--- config.mk ---
export PLATFORM = sky130hd
export DESIGN_NAME = custom_axi_ip_regs
export DESIGN_NICKNAME = d
export VERILOG_FILES = /design/src/rtl/custom_axi_ip_regs.sv
export SDC_FILE = /design/constraint.sdc
export NUM_CORES = 1
export LEC_CHECK = 0
export ABC_AREA = 1
export CAP_MARGIN = 40
export CORE_MARGIN = 3
export CORE_UTILIZATION = 45
export CTS_BUF_LIST = sky130_fd_sc_hd__clkbuf_4 sky130_fd_sc_hd__clkbuf_8 sky130_fd_sc_hd__clkbuf_16
export DETAILED_ROUTE_END_ITERATION = 8
export PLACE_DENSITY = 0.73
export RECOVER_POWER = 25
export SLEW_MARGIN = 20
export SYNTH_ARGS = -nofsm -noshare
export SYNTH_HDL_FRONTEND = slang
export SYNTH_SLANG_ARGS = --single-unit
export TNS_END_PERCENT = 20
--- constraint.sdc ---
create_clock -name clk_i -period 1.2 [get_ports clk_i]
set_input_delay 0.24 -clock clk_i [delete_from_list [all_inputs] [get_ports clk_i]]
set_output_delay 0.24 -clock clk_i [all_outputs]
set_load 0.005 [all_outputs]
--- src/rtl/custom_axi_ip_regs.sv ---
// AXI4-Lite register file driving a custom IP core: operand + start pulse out, result/status in.
// Optional interrupt output and CTRL.IE bit when CUSTOM_AXI_IP_REGS_IRQ_EN is defined.
module custom_axi_ip_regs #(
  parameter int ADDR_WIDTH = 5,
  parameter int DATA_WIDTH = 32
) (
  input  logic                  clk_i,
  input  logic                  rst_ni,
  input  logic [ADDR_WIDTH-1:0] s_awaddr_i,
  input  logic                  s_awvalid_i,
  output logic                  s_awready_o,
  input  logic [DATA_WIDTH-1:0] s_wdata_i,
  input  logic [3:0]            s_wstrb_i,
  input  logic                  s_wvalid_i,
  output logic                  s_wready_o,
  output logic [1:0]            s_bresp_o,
  output logic                  s_bvalid_o,
  input  logic                  s_bready_i,
  input  logic [ADDR_WIDTH-1:0] s_araddr_i,
  input  logic                  s_arvalid_i,
  output logic                  s_arready_o,
  output logic [DATA_WIDTH-1:0] s_rdata_o,
  output logic [1:0]            s_rresp_o,
  output logic                  s_rvalid_o,
  input  logic                  s_rready_i,
  output logic [DATA_WIDTH-1:0] ipreg_data_o,
  output logic                  enable_o,
  input  logic [DATA_WIDTH-1:0] hw_data_i,
  input  logic                  hw_wen_i,
  input  logic [1:0]            hw_status_i,
`ifdef CUSTOM_AXI_IP_REGS_IRQ_EN
  output logic                  irq_o,
`endif
  output logic                  dbg_wr_state,
  output logic                  dbg_rd_state
);

  if (DATA_WIDTH != 32) begin : g_bad_data_width
    $error("custom_axi_ip_regs: DATA_WIDTH must be 32");
  end
  if (ADDR_WIDTH < 5) begin : g_bad_addr_width
    $error("custom_axi_ip_regs: ADDR_WIDTH must be at least 5");
  end

  // Handshakes: a transfer happens on a rising clk_i edge where valid and ready are both 1;
  // a source keeps valid and its payload stable until that edge, ready may change freely.

  localparam logic [1:0]  RESP_OKAY   = 2'b00;
  localparam logic [1:0]  RESP_SLVERR = 2'b10;
  localparam logic [31:0] VERSION     = 32'h0001_0000;

  typedef enum logic {W_IDLE = 1'b0, W_RESP = 1'b1} wr_state_e;
  typedef enum logic {R_IDLE = 1'b0, R_DATA = 1'b1} rd_state_e;

  wr_state_e   wr_state;
  rd_state_e   rd_state;

  logic        aw_held, w_held;
  logic [2:0]  aw_idx_q;
  logic [31:0] w_data_q;
  logic [3:0]  w_strb_q;

  logic        aw_hs, w_hs, wr_fire, wr_mapped;
  logic [2:0]  wr_idx;
  logic [31:0] wr_data;
  logic [3:0]  wr_strb;

  logic [31:0] data_in, result;
  logic        done, ovr, ie;
  logic        start_req, start_ok, start_drop, w1c_en;

  logic [31:0] rd_val;
  logic        rd_ok;

  logic        unused_addr_bits;
  assign unused_addr_bits = ^{s_awaddr_i[1:0], s_araddr_i[1:0]};

  assign aw_hs = s_awvalid_i & s_awready_o;
  assign w_hs  = s_wvalid_i & s_wready_o;

  // A beat accepted this cycle is used directly so the update happens on its own edge.
  always_comb begin
    wr_idx    = aw_held ? aw_idx_q : s_awaddr_i[4:2];
    wr_data   = w_held ? w_data_q : s_wdata_i;
    wr_strb   = w_held ? w_strb_q : s_wstrb_i;
    wr_fire   = (wr_state == W_IDLE) & (aw_held | aw_hs) & (w_held | w_hs);
    wr_mapped = (wr_idx <= 3'd4);
  end

  always_ff @(posedge clk_i or negedge rst_ni) begin
    if (!rst_ni) begin
      wr_state    <= W_IDLE;
      s_awready_o <= 1'b0;
      s_wready_o  <= 1'b0;
      s_bvalid_o  <= 1'b0;
      s_bresp_o   <= RESP_OKAY;
      aw_held     <= 1'b0;
      w_held      <= 1'b0;
      aw_idx_q    <= '0;
      w_data_q    <= '0;
      w_strb_q    <= '0;
    end else begin
      case (wr_state)
        W_IDLE: begin
          if (wr_fire) begin
            s_bvalid_o  <= 1'b1;
            s_bresp_o   <= wr_mapped ? RESP_OKAY : RESP_SLVERR;
            s_awready_o <= 1'b0;
            s_wready_o  <= 1'b0;
            aw_held     <= 1'b0;
            w_held      <= 1'b0;
            wr_state    <= W_RESP;
          end else begin
            if (aw_hs) begin
              aw_held     <= 1'b1;
              aw_idx_q    <= s_awaddr_i[4:2];
              s_awready_o <= 1'b0;
            end else begin
              s_awready_o <= ~aw_held;
            end
            if (w_hs) begin
              w_held     <= 1'b1;
              w_data_q   <= s_wdata_i;
              w_strb_q   <= s_wstrb_i;
              s_wready_o <= 1'b0;
            end else begin
              s_wready_o <= ~w_held;
            end
          end
        end
        W_RESP: begin
          if (s_bready_i) begin
            s_bvalid_o  <= 1'b0;
            s_awready_o <= 1'b1;
            s_wready_o  <= 1'b1;
            wr_state    <= W_IDLE;
          end
        end
        default: wr_state <= W_IDLE;
      endcase
    end
  end

  always_comb begin
    start_req  = wr_fire & (wr_idx == 3'd0) & wr_strb[0] & wr_data[0];
    start_ok   = start_req & (hw_status_i == 2'd0);
    start_drop = start_req & (hw_status_i != 2'd0);
    w1c_en     = wr_fire & (wr_idx == 3'd3) & wr_strb[1];
  end

  // Hardware set events take priority over a coincident software clear.
  always_ff @(posedge clk_i or negedge rst_ni) begin
    if (!rst_ni) begin
      data_in  <= '0;
      result   <= '0;
      done     <= 1'b0;
      ovr      <= 1'b0;
      enable_o <= 1'b0;
    end else begin
      enable_o <= start_ok;
      if (wr_fire && wr_idx == 3'd1) begin
        for (int b = 0; b < 4; b++) begin
          if (wr_strb[b]) data_in[8*b +: 8] <= wr_data[8*b +: 8];
        end
      end
      if (hw_wen_i) result <= hw_data_i;
      done <= hw_wen_i | (done & ~(w1c_en & wr_data[8]));
      ovr  <= start_drop | (ovr & ~(w1c_en & wr_data[9]));
    end
  end

`ifdef CUSTOM_AXI_IP_REGS_IRQ_EN
  always_ff @(posedge clk_i or negedge rst_ni) begin
    if (!rst_ni) begin
      ie    <= 1'b0;
      irq_o <= 1'b0;
    end else begin
      if (wr_fire && wr_idx == 3'd0 && wr_strb[0]) ie <= wr_data[1];
      irq_o <= ie & (done | ovr);
    end
  end
`else
  assign ie = 1'b0;
`endif

  assign ipreg_data_o = data_in;

  always_comb begin
    rd_val = '0;
    rd_ok  = 1'b1;
    case (s_araddr_i[4:2])
      3'd0:    rd_val = {30'd0, ie, 1'b0};
      3'd1:    rd_val = data_in;
      3'd2:    rd_val = result;
      3'd3:    rd_val = {22'd0, ovr, done, 6'd0, hw_status_i};
      3'd4:    rd_val = VERSION;
      default: rd_ok  = 1'b0;
    endcase
  end

  always_ff @(posedge clk_i or negedge rst_ni) begin
    if (!rst_ni) begin
      rd_state    <= R_IDLE;
      s_arready_o <= 1'b0;
      s_rvalid_o  <= 1'b0;
      s_rdata_o   <= '0;
      s_rresp_o   <= RESP_OKAY;
    end else begin
      case (rd_state)
        R_IDLE: begin
          if (s_arvalid_i && s_arready_o) begin
            s_rdata_o   <= rd_val;
            s_rresp_o   <= rd_ok ? RESP_OKAY : RESP_SLVERR;
            s_rvalid_o  <= 1'b1;
            s_arready_o <= 1'b0;
            rd_state    <= R_DATA;
          end else begin
            s_arready_o <= 1'b1;
          end
        end
        R_DATA: begin
          if (s_rready_i) begin
            s_rvalid_o  <= 1'b0;
            s_arready_o <= 1'b1;
            rd_state    <= R_IDLE;
          end
        end
        default: rd_state <= R_IDLE;
      endcase
    end
  end

  assign dbg_wr_state = wr_state;
  assign dbg_rd_state = rd_state;

endmodule
* Word-level counts from Yosys, hierarchy flattened
Index checks and enable logic that the tools add are counted. W data, S select, Z words.
Operators by class: multiply operators 0, add/sub/neg operators 0, bitwise gates (word level) 26, $lt $le $gt $ge 1, mux-type cells 33, eq/ne operators 10, div/mod/pow operators 0, shift operators 0, reduce and logical (&&, ||, !) cells 21
Operators by type and width (count):
- $pmux W32 S4 | 1
- $mux W32 | 1
- $mux W1 | 20
- $reduce_and A2 Y1 | 10
- $and A1 B1 Y1 | 15
- $pmux W1 S2 | 7
- $eq A3 B2 Y1 const B | 3
- $ne A2 B2 Y1 const B | 4
- $not A1 Y1 | 7
- $eq A3 B1 Y1 const B | 2
- $logic_not A3 Y1 | 2
- $reduce_and A3 Y1 | 2
- $reduce_bool A2 Y1 | 3
- $reduce_or A5 Y1 | 1
- $mux W2 | 2
- $mux W4 | 1
- $or A1 B1 Y1 | 4
- $eq A3 B3 Y1 const B | 1
- $le A3 B3 Y1 const B | 1
- $mux W3 | 1
- $logic_and A1 B1 Y1 | 2
- $logic_not A2 Y1 | 1
Word-level totals: memory bits (writable) 0, bits in latches 0, flip-flop bits (word level) 151, logic and storage cells 114, memories kept 0, ROM bits 0

* Longest topological paths before layout
Gate-level depths: netlist of the first run.
depth after elaboration 10, depth in mapped cells 9, mapped depth without buffers 8

* Worst setup path after synthesis of the first run
No wires, ideal clock.
path type register to register, start point register aw_held, end point register data_in[0] (netlist: ipreg_data_o[0]), library setup time 0.117 ns, cell stages (with the launch flop) 9, path buffers 0, arrival 1.181 ns, clock period less this slack 1.298 ns, path slack -0.098 ns, cells stage by stage dfrtp_1 > inv_2 > nand2_1 > nand2_1 > nand2_2 > nor2_8 > nand2_1 > nand2_1 > nand2_1
Between the ends: longest elaborated chain between the ends 5, elaborated cells between the ends (all ways) 7
RTL lines:
- start: declaration | RTL line 58 | logic aw_held, w_held;
- start signal: assignment | RTL line 97 | aw_held <= 1'b0;
- start signal: assignment | RTL line 110 | aw_held <= 1'b0;
- start signal: assignment | RTL line 115 | aw_held <= 1'b1;
- $or A1 B1 Y1 | RTL line 86 | wr_fire = (wr_state == W_IDLE) & (aw_held | aw_hs) & (w_held | w_hs);
- $and A1 B1 Y1 (2 in a row) | RTL line 86
- $logic_and A1 B1 Y1 * | RTL line 161 | if (wr_fire && wr_idx == 3'd1) begin
- $reduce_and A2 Y1 (no source line) *
- end signal: indexed assignment | RTL line 163 | if (wr_strb[b]) data_in[8*b +: 8] <= wr_data[8*b +: 8];
- end: declaration | RTL line 68 | logic [31:0] data_in, result;
Mark *: on every way between the ends. The rest lies on a longest branch, timed or not. A chain may end at the register's enable or synchronous reset.

* Worst setup path after layout of the first run
start point register aw_held, end point register data_in[8] (netlist: ipreg_data_o[8])
Same word-level chain as after synthesis.

==> qor.csv, run 1 <==
stage,metric,value,unit
logic_synthesis,synth-seq-area-share,55.4,%
job,maxCapViolations,0,
route,ant_nets,0,
cts,h-tree-depth,4,
placement,portBuffers,157,
timing,holdWs,0.208,ns
logic_synthesis,synth_cells,834,
critical_path,cpMaxStageDelayCell,dfrtp_2,
status,status,"complete, but fails checks",
power,ir_worst_vdd,1.21,mV
cts,numCtsBuffers,17,
placement,dpl-instance-area,9160,um^2
worst_hold_path,worstHoldStart,hw_wen_i,
grt,grt_max_degree,38,
timing,fmax,666,MHz
route,dr.pass1.iters,5,
logic_synthesis,synth_compound_area_share,10.1,%
timing,worst_slack,-0.301,ns
power,power.density,2240,nW/um^2
worst_hold_path,min_path_type,in2reg,
timing,maxSlewViolCount,0,
grt,first_global_vias,6047,
status,violations,setup timing,
power,p_int,14600,uW
cts,clk_latency,0.42,ns
logic_synthesis,ys_seq_elements,149,
logic_synthesis,yosys_warnings,0,
grt,track_usage,23.2,%
critical_path,r2r-start,aw_held,
power,power.switching,7480,uW
route,wirelength,18.5,mm
floorplan,initial_core_util,46.1,%
logic_synthesis,yosys-top-cells-area,"dfrtp_1 (55%), nand2_1 (20%), o21ai_0 (8.8%)",
timing,slew_headroom,46.4,%
critical_path,crit_path_end_kind,register,
cts,cts_sinks,149,
power,p_clk_share,25.5,%
critical_path,crit_type,reg2reg,
timing,skew,0.00743,ns
logic_synthesis,synth_top_family_by_area,simple AND/OR/NAND/NOR gates,
critical_path,crit_fanout,8,
placement,hpwl,12.9,mm
critical_path,worst_path_largest_cell_delay,0.45,ns
floorplan,dieArea,16400,um^2
grt,gr-total-overflow,0,
cts,cts_tree,built,
power,combPwrFrac,39.6,%
route,viasPerCell,4.84,
logic_synthesis,synth.distinct_cells,27,
power,seqPwrFrac,34.8,%
cts,path_clk_slew,0.06,ns
logic_synthesis,synth_xor_area_share,0,%
logic_synthesis,synth_simple_gate_area_share,26.4,%
critical_path,critPathRequiredTime,1.50,ns
route,drt_iter0_drc,409,
floorplan,core_area,14600,um^2
route,wire_per_inst,14.5,um
critical_path,worst_path_dominant_cell_family,simple AND/OR/NAND/NOR gates,
route,vias,6163,
floorplan,rows,44,
timing,setup_tns,-9.45,ns
critical_path,path_buf_inv,2,
final_layout,num-nets-final,1165,
route,drc,0,
logic_synthesis,synth_top_area_cell,dfrtp_1,
grt,grt_pass1_wl,30.2,mm
timing,timing.final.crit_share,125,%
critical_path,crit_start,aw_held,
power,p_leak,0.00517,uW
timing,setup-violations-final,75,
timing,rsz0062_at_grt,yes,
timing,finalHoldViolCount,0,
logic_synthesis,synth-adder-area-share,0,%
critical_path,crit_chain,"inv_4, nand2_2, nand2_2, nand2_4, nor2_8, buf_12, nand3_4, nand2_1, nand2_1",
logic_synthesis,synth_top_area_share,55.4,%
placement,routabilityCongestion,0.859,
cts,max-clock-path-buffers,2,
logic_synthesis,avgSynthCellArea,8.06,um^2
floorplan,die_h,128,um
timing,finalWorstPathRequiredPeriod,1.50,ns
floorplan,die_w,128,um
power,switching_share,33.9,%
final_layout,fin_area,9850,um^2
logic_synthesis,synth_area,6730,um^2
floorplan,num_io_pins,164,
final_layout,final_layout_size_suffix_gt1_share,26.1,%
critical_path,crit_arrival,1.81,ns
critical_path,critPathLaunchType,register,
final_layout,synthToLayoutAreaGrowth,46.5,%
final_layout,fillers,1201,
cts,ctsRootBufferMaster,clkbuf_16,
grt,antenna_found_initial,0,
final_layout,num_antenna_cells,0,
logic_synthesis,synth.mux.area_fraction,0,%
timing,worst_slew_pin_slew,0.803,ns
-- cell families (layout without fill, tap and decap cells) --
family	count (synthesis)	count (layout)
other cells	1	2
flops	149	149
simple gates	426	426
compound gates	133	133
buf+inv	125	380
-- routing by layer --
metal	wire length, um	global-route usage [%]	up-vias
met2	8620	36.0	167
li1	-	-	3114
met1	8620	32.6	2862
met5	0	0	-
met3	951	5.46	20
met4	259	6.43	0
-- worst paths after layout --
| path | to | slack, ns | depth (start not counted) |
|---|---|---|---|
| min in group asynchronous | result[13] | 0.46 | 2 |
| max reg2reg | ipreg_data_o[8] | -0.30 | 9 |
| min reg2reg | s_rdata_o[8] | 0.47 | 2 |
| min | result[22] | 0.21 | 3 |
| max in group asynchronous | aw_held | 0.05 | 3 |
| max | ipreg_data_o[8] | -0.30 | 9 |
-- cell usage after synthesis --
cell type and instances:
nor2_1 10, or2_2 2, o21a_1 1, conb_1 1
dfrtp_1 149, nand2_2 5, nor3_2 1, buf_1 2
o31ai_1 1, o21ai_2 2, nand4_1 24, o21ai_1 10
a21oi_1 1, inv_2 4, buf_2 15, nand3_1 21
clkbuf_2 1, inv_1 79, clkbuf_1 15, nand3_2 2
nor2_4 1, nand2_1 357, o21ai_0 118, nand3_4 2
buf_6 5, nor2_8 1, buf_4 4
-- power by group through the flow --
stage               registers (uW)  clock network [uW]  logic [uW]
finish                        7700                5650        8750
global route                  7910                5960        9710
CTS                           7660                5750        8550
detailed placement            7800                   0        8450
global placement              7740                   0        8330
floorplan                     7780                   0        3460
-- sequential cells by signal (all words and copies together) (netlist names), 3 cells and up --
signal,count
ipreg_data_o,32
w_strb_q,4
w_data_q,32
s_rdata_o,32
result,32
aw_idx_q,3
-- per-stage QoR --
stage,power [uW],setup WS [ns],utilization (%),cells
after floorplan,11200,-0.0880,-,835
after global placement,16100,-0.461,62.8,1216
after detailed placement,16200,-0.498,62.8,1216
after CTS,22000,-0.316,67.7,1271
after global routing,23600,-0.372,67.5,1274
final,22100,-0.301,67.5,1274
-- layout make-up --
class	count	area [um^2]	share of cell area [%]
clock buffers	23	483	4.90
inverters	83	327	3.32
multi-input cells	561	2660	27.0
clock inverters	9	150	1.52
repair buffers	265	2270	23.0
well taps	184	230	2.34
flip-flops and latches	149	3730	37.9
-- what timing repair did --
item | in CTS | in global routing
pin swaps | 3 | 10
hold buffers | 1 | 0
setup buffers | 22 | 3
cloned | 0 | 0
endpoints found under the hold margin | 53 | 0
resized for setup | 276 | 90
endpoints found under the setup margin | 152 | 181
-- tightest hold or removal path: stages --
cell,delay [ns]
buf_2,0.18
nand2_1,0.09
o21ai_0,0.07
-- placed cells by master (no fill, tap or decap), types with 2 or more instances in the layout --
master	Yosys	layout
bufinv_16	0	4
conb_1	1	2
nand2_1	357	329
o21ai_2	2	5
o21ai_1	10	44
dfrtp_1	149	147
nand3_4	2	5
clkdlybuf4s50_1	0	79
clkbuf_16	0	17
clkinv_2	0	3
or2_2	2	2
dfrtp_2	0	2
buf_12	0	16
buf_6	5	13
buf_2	15	33
buf_4	4	80
nor2_2	0	2
inv_2	4	4
inv_4	0	4
nor2_4	1	3
nand4_1	24	24
clkbuf_8	0	2
nand2_4	0	4
nor2_1	10	6
clkbuf_2	1	40
clkinvlp_4	0	2
nand2_2	5	28
dlygate4sd2_1	0	2
inv_1	79	74
o21ai_0	118	81
clkbuf_4	0	4
nand3_2	2	7
nand3_1	21	13
No activity file was read; power rests on OpenSTA's default activity.
==> run 2: changes to the inputs <==
- CORE_UTILIZATION: 45 -> 46
- CTS_BUF_LIST: sky130_fd_sc_hd__clkbuf_4 sky130_fd_sc_hd__clkbuf_8 sky130_fd_sc_hd__clkbuf_16 -> sky130_fd_sc_hd__clkbuf_2
- PLACE_DENSITY: 0.73 -> 0.89
- RECOVER_POWER: 25 -> unset
==> qor.csv, run 2 (synthesized netlist as in run 1, its figures left out) <==
stage,metric,value,unit
timing,rsz0062_at_grt,yes,
critical_path,crit_chain,"buf_6, buf_6",
route,vias,6528,
route,dr_wl_met3,1.19,mm
critical_path,r2r-start,aw_held,
cts,h-tree-depth,4,
timing,worst_slew_pin_slew,0.511,ns
timing,setup-violations-final,151,
route,drc,0,
cts,numCtsBuffers,17,
grt,track_usage,24.0,%
floorplan,core_area,14100,um^2
timing,finalHoldViolCount,0,
route,wire_per_inst,15.1,um
timing,finalWorstPathRequiredPeriod,1.70,ns
critical_path,rr_worst_depth,8,
critical_path,cp_common_cell,buf_6,
cts,cts_sinks,149,
critical_path,crit_fanout,3,
timing,maxSlewViolCount,0,
cts,clk_latency,0.75,ns
route,wl_met2,9.62,mm
critical_path,worst_path_largest_cell_delay,0.46,ns
final_layout,final_cell_mix,"nand2_1 (348), dfrtp_1 (147), o21ai_0 (113)",
final_layout,final_layout_size_suffix_gt1_share,24.9,%
job,maxCapViolations,0,
timing,timing.final.crit_share,141,%
power,power.density,2070,nW/um^2
timing,fmax,589,MHz
critical_path,reg2reg_to,ipreg_data_o[24],
grt,gr-total-overflow,0,
floorplan,initial_core_util,47.7,%
final_layout,synthToLayoutAreaGrowth,44.4,%
grt,grt_max_degree,72,
route,dr.pass1.iters,5,
route,drt_iter0_drc,598,
grt,grt_pass1_wl,30.7,mm
worst_hold_path,hold_depth,3,
route,ant_nets,0,
cts,path_clk_slew,0.22,ns
worst_hold_path,hold_end,result[5],
cts,cts_tree,built,
power,p_leak,0.00518,uW
power,ir_worst_vdd,1.80,mV
placement,hpwl,13.5,mm
route,viasPerCell,5.01,
critical_path,crit_type,reg2out,
cts,ctsRootBufferMaster,clkbuf_2,
status,violations,setup timing,
timing,worst_slack,-0.497,ns
critical_path,critPathLaunchType,register,
critical_path,critPathRequiredTime,0.96,ns
timing,slew_headroom,65.9,%
floorplan,die_h,127,um
final_layout,num-nets-final,1197,
floorplan,die_w,127,um
status,status,"complete, but fails checks",
timing,skew,0.0364,ns
worst_hold_path,min_path_type,in2reg,
timing,holdWs,0.0374,ns
critical_path,crit_arrival,1.46,ns
critical_path,cpMaxStageDelayCell,dfrtp_1,
placement,routabilityCongestion,0.853,
route,wl_met1,8.31,mm
critical_path,reg2reg_slack,-0.34,ns
cts,max-clock-path-buffers,2,
grt,first_global_vias,6240,
final_layout,utilization,68.9,%
route,wirelength,19.6,mm
grt,antenna_found_initial,1,
final_layout,fin_area,9710,um^2
critical_path,crit_path_end_kind,primary output,
placement,portBuffers,157,
route,topRoutingLayerUsed,met4,
floorplan,rows,43,
worst_hold_path,worstHoldStart,hw_data_i[5],
placement,dpl-instance-area,9110,um^2
final_layout,final_common_cell,nand2_1,
floorplan,dieArea,16100,um^2
floorplan,num_io_pins,164,
-- run 2: changes by cell type in the layout (fill, tap and decap cells not counted), sizes merged, moves of 2 or more --
cell / previous run / this run
buf: 143 / 169
clkbuf: 63 / 51
clkdlybuf4s50: 79 / 81
clkinv: 3 / 5
clkinvlp: 2 / 4
dlygate4sd2: 2 / 0
dlygate4sd3: 1 / 13
-- run 2: what timing repair did --
| item | CTS | global route |
|---|---|---|
| hold buffers | 12 | 1 |
| setup endpoints to repair | 149 | 185 |
| hold endpoints to repair | 171 | 1 |
| setup buffers | 24 | 19 |
| resized for setup | 256 | 66 |
| gates cloned | 0 | 1 |
| pin swaps | 2 | 3 |
-- run 2: final cells by class --
type / count / area (um^2)
antenna: 1 / 2.50
clock buffer: 17 / 85.1
timing repair buffer: 297 / 2530
fill: 1059 / 4380
tap: 180 / 225
sequential: 149 / 3730
inverter: 83 / 329
clock inverter: 15 / 210
multi-input combinational: 561 / 2600
-- run 2: worst max-delay path by stage --
stage | start | end | slack [ns] | depth (start not counted)
final | dbg_wr_state | dbg_wr_state | -0.50 | 2
after floorplan | aw_held | ipreg_data_o[16] | -0.09 | 8
after detailed placement | s_awaddr_i[3] | ipreg_data_o[24] | -0.52 | 9
after CTS | dbg_wr_state | dbg_wr_state | -0.51 | 2
after global placement | s_wvalid_i | done | -0.46 | 9
after global routing | s_awready_o | s_awready_o | -0.56 | 2
-- run 2: per-stage QoR --
stage	setup TNS [ns]	std cells	power, uW	setup WS, ns
floorplan	-4.16	835	11200	-0.0880
global placement	-40.12	1213	15900	-0.458
detailed placement	-44.87	1213	16200	-0.517
CTS	-44.67	1281	19600	-0.505
global route	-54.62	1303	21400	-0.558
finish	-42.68	1303	20100	-0.497
-- run 2: layer usage --
layer,up-vias,GRT usage (%)
met5,-,0
met4,0,8.14
met3,50,5.22
met2,257,38.7
met1,3047,32.4
li1,3174,-
-- run 2: critical path: cells and delay by family (launching register included) --
| family | cells | cell delay (ns) |
|---|---|---|
| buf+inv | 2 | 0.24 |
| flops | 1 | 0.46 |
-- run 2: where the power goes --
part / switching [uW] / internal [uW]
logic: 4690 / 4390
clock network: 1840 / 1550
registers: 970 / 6700
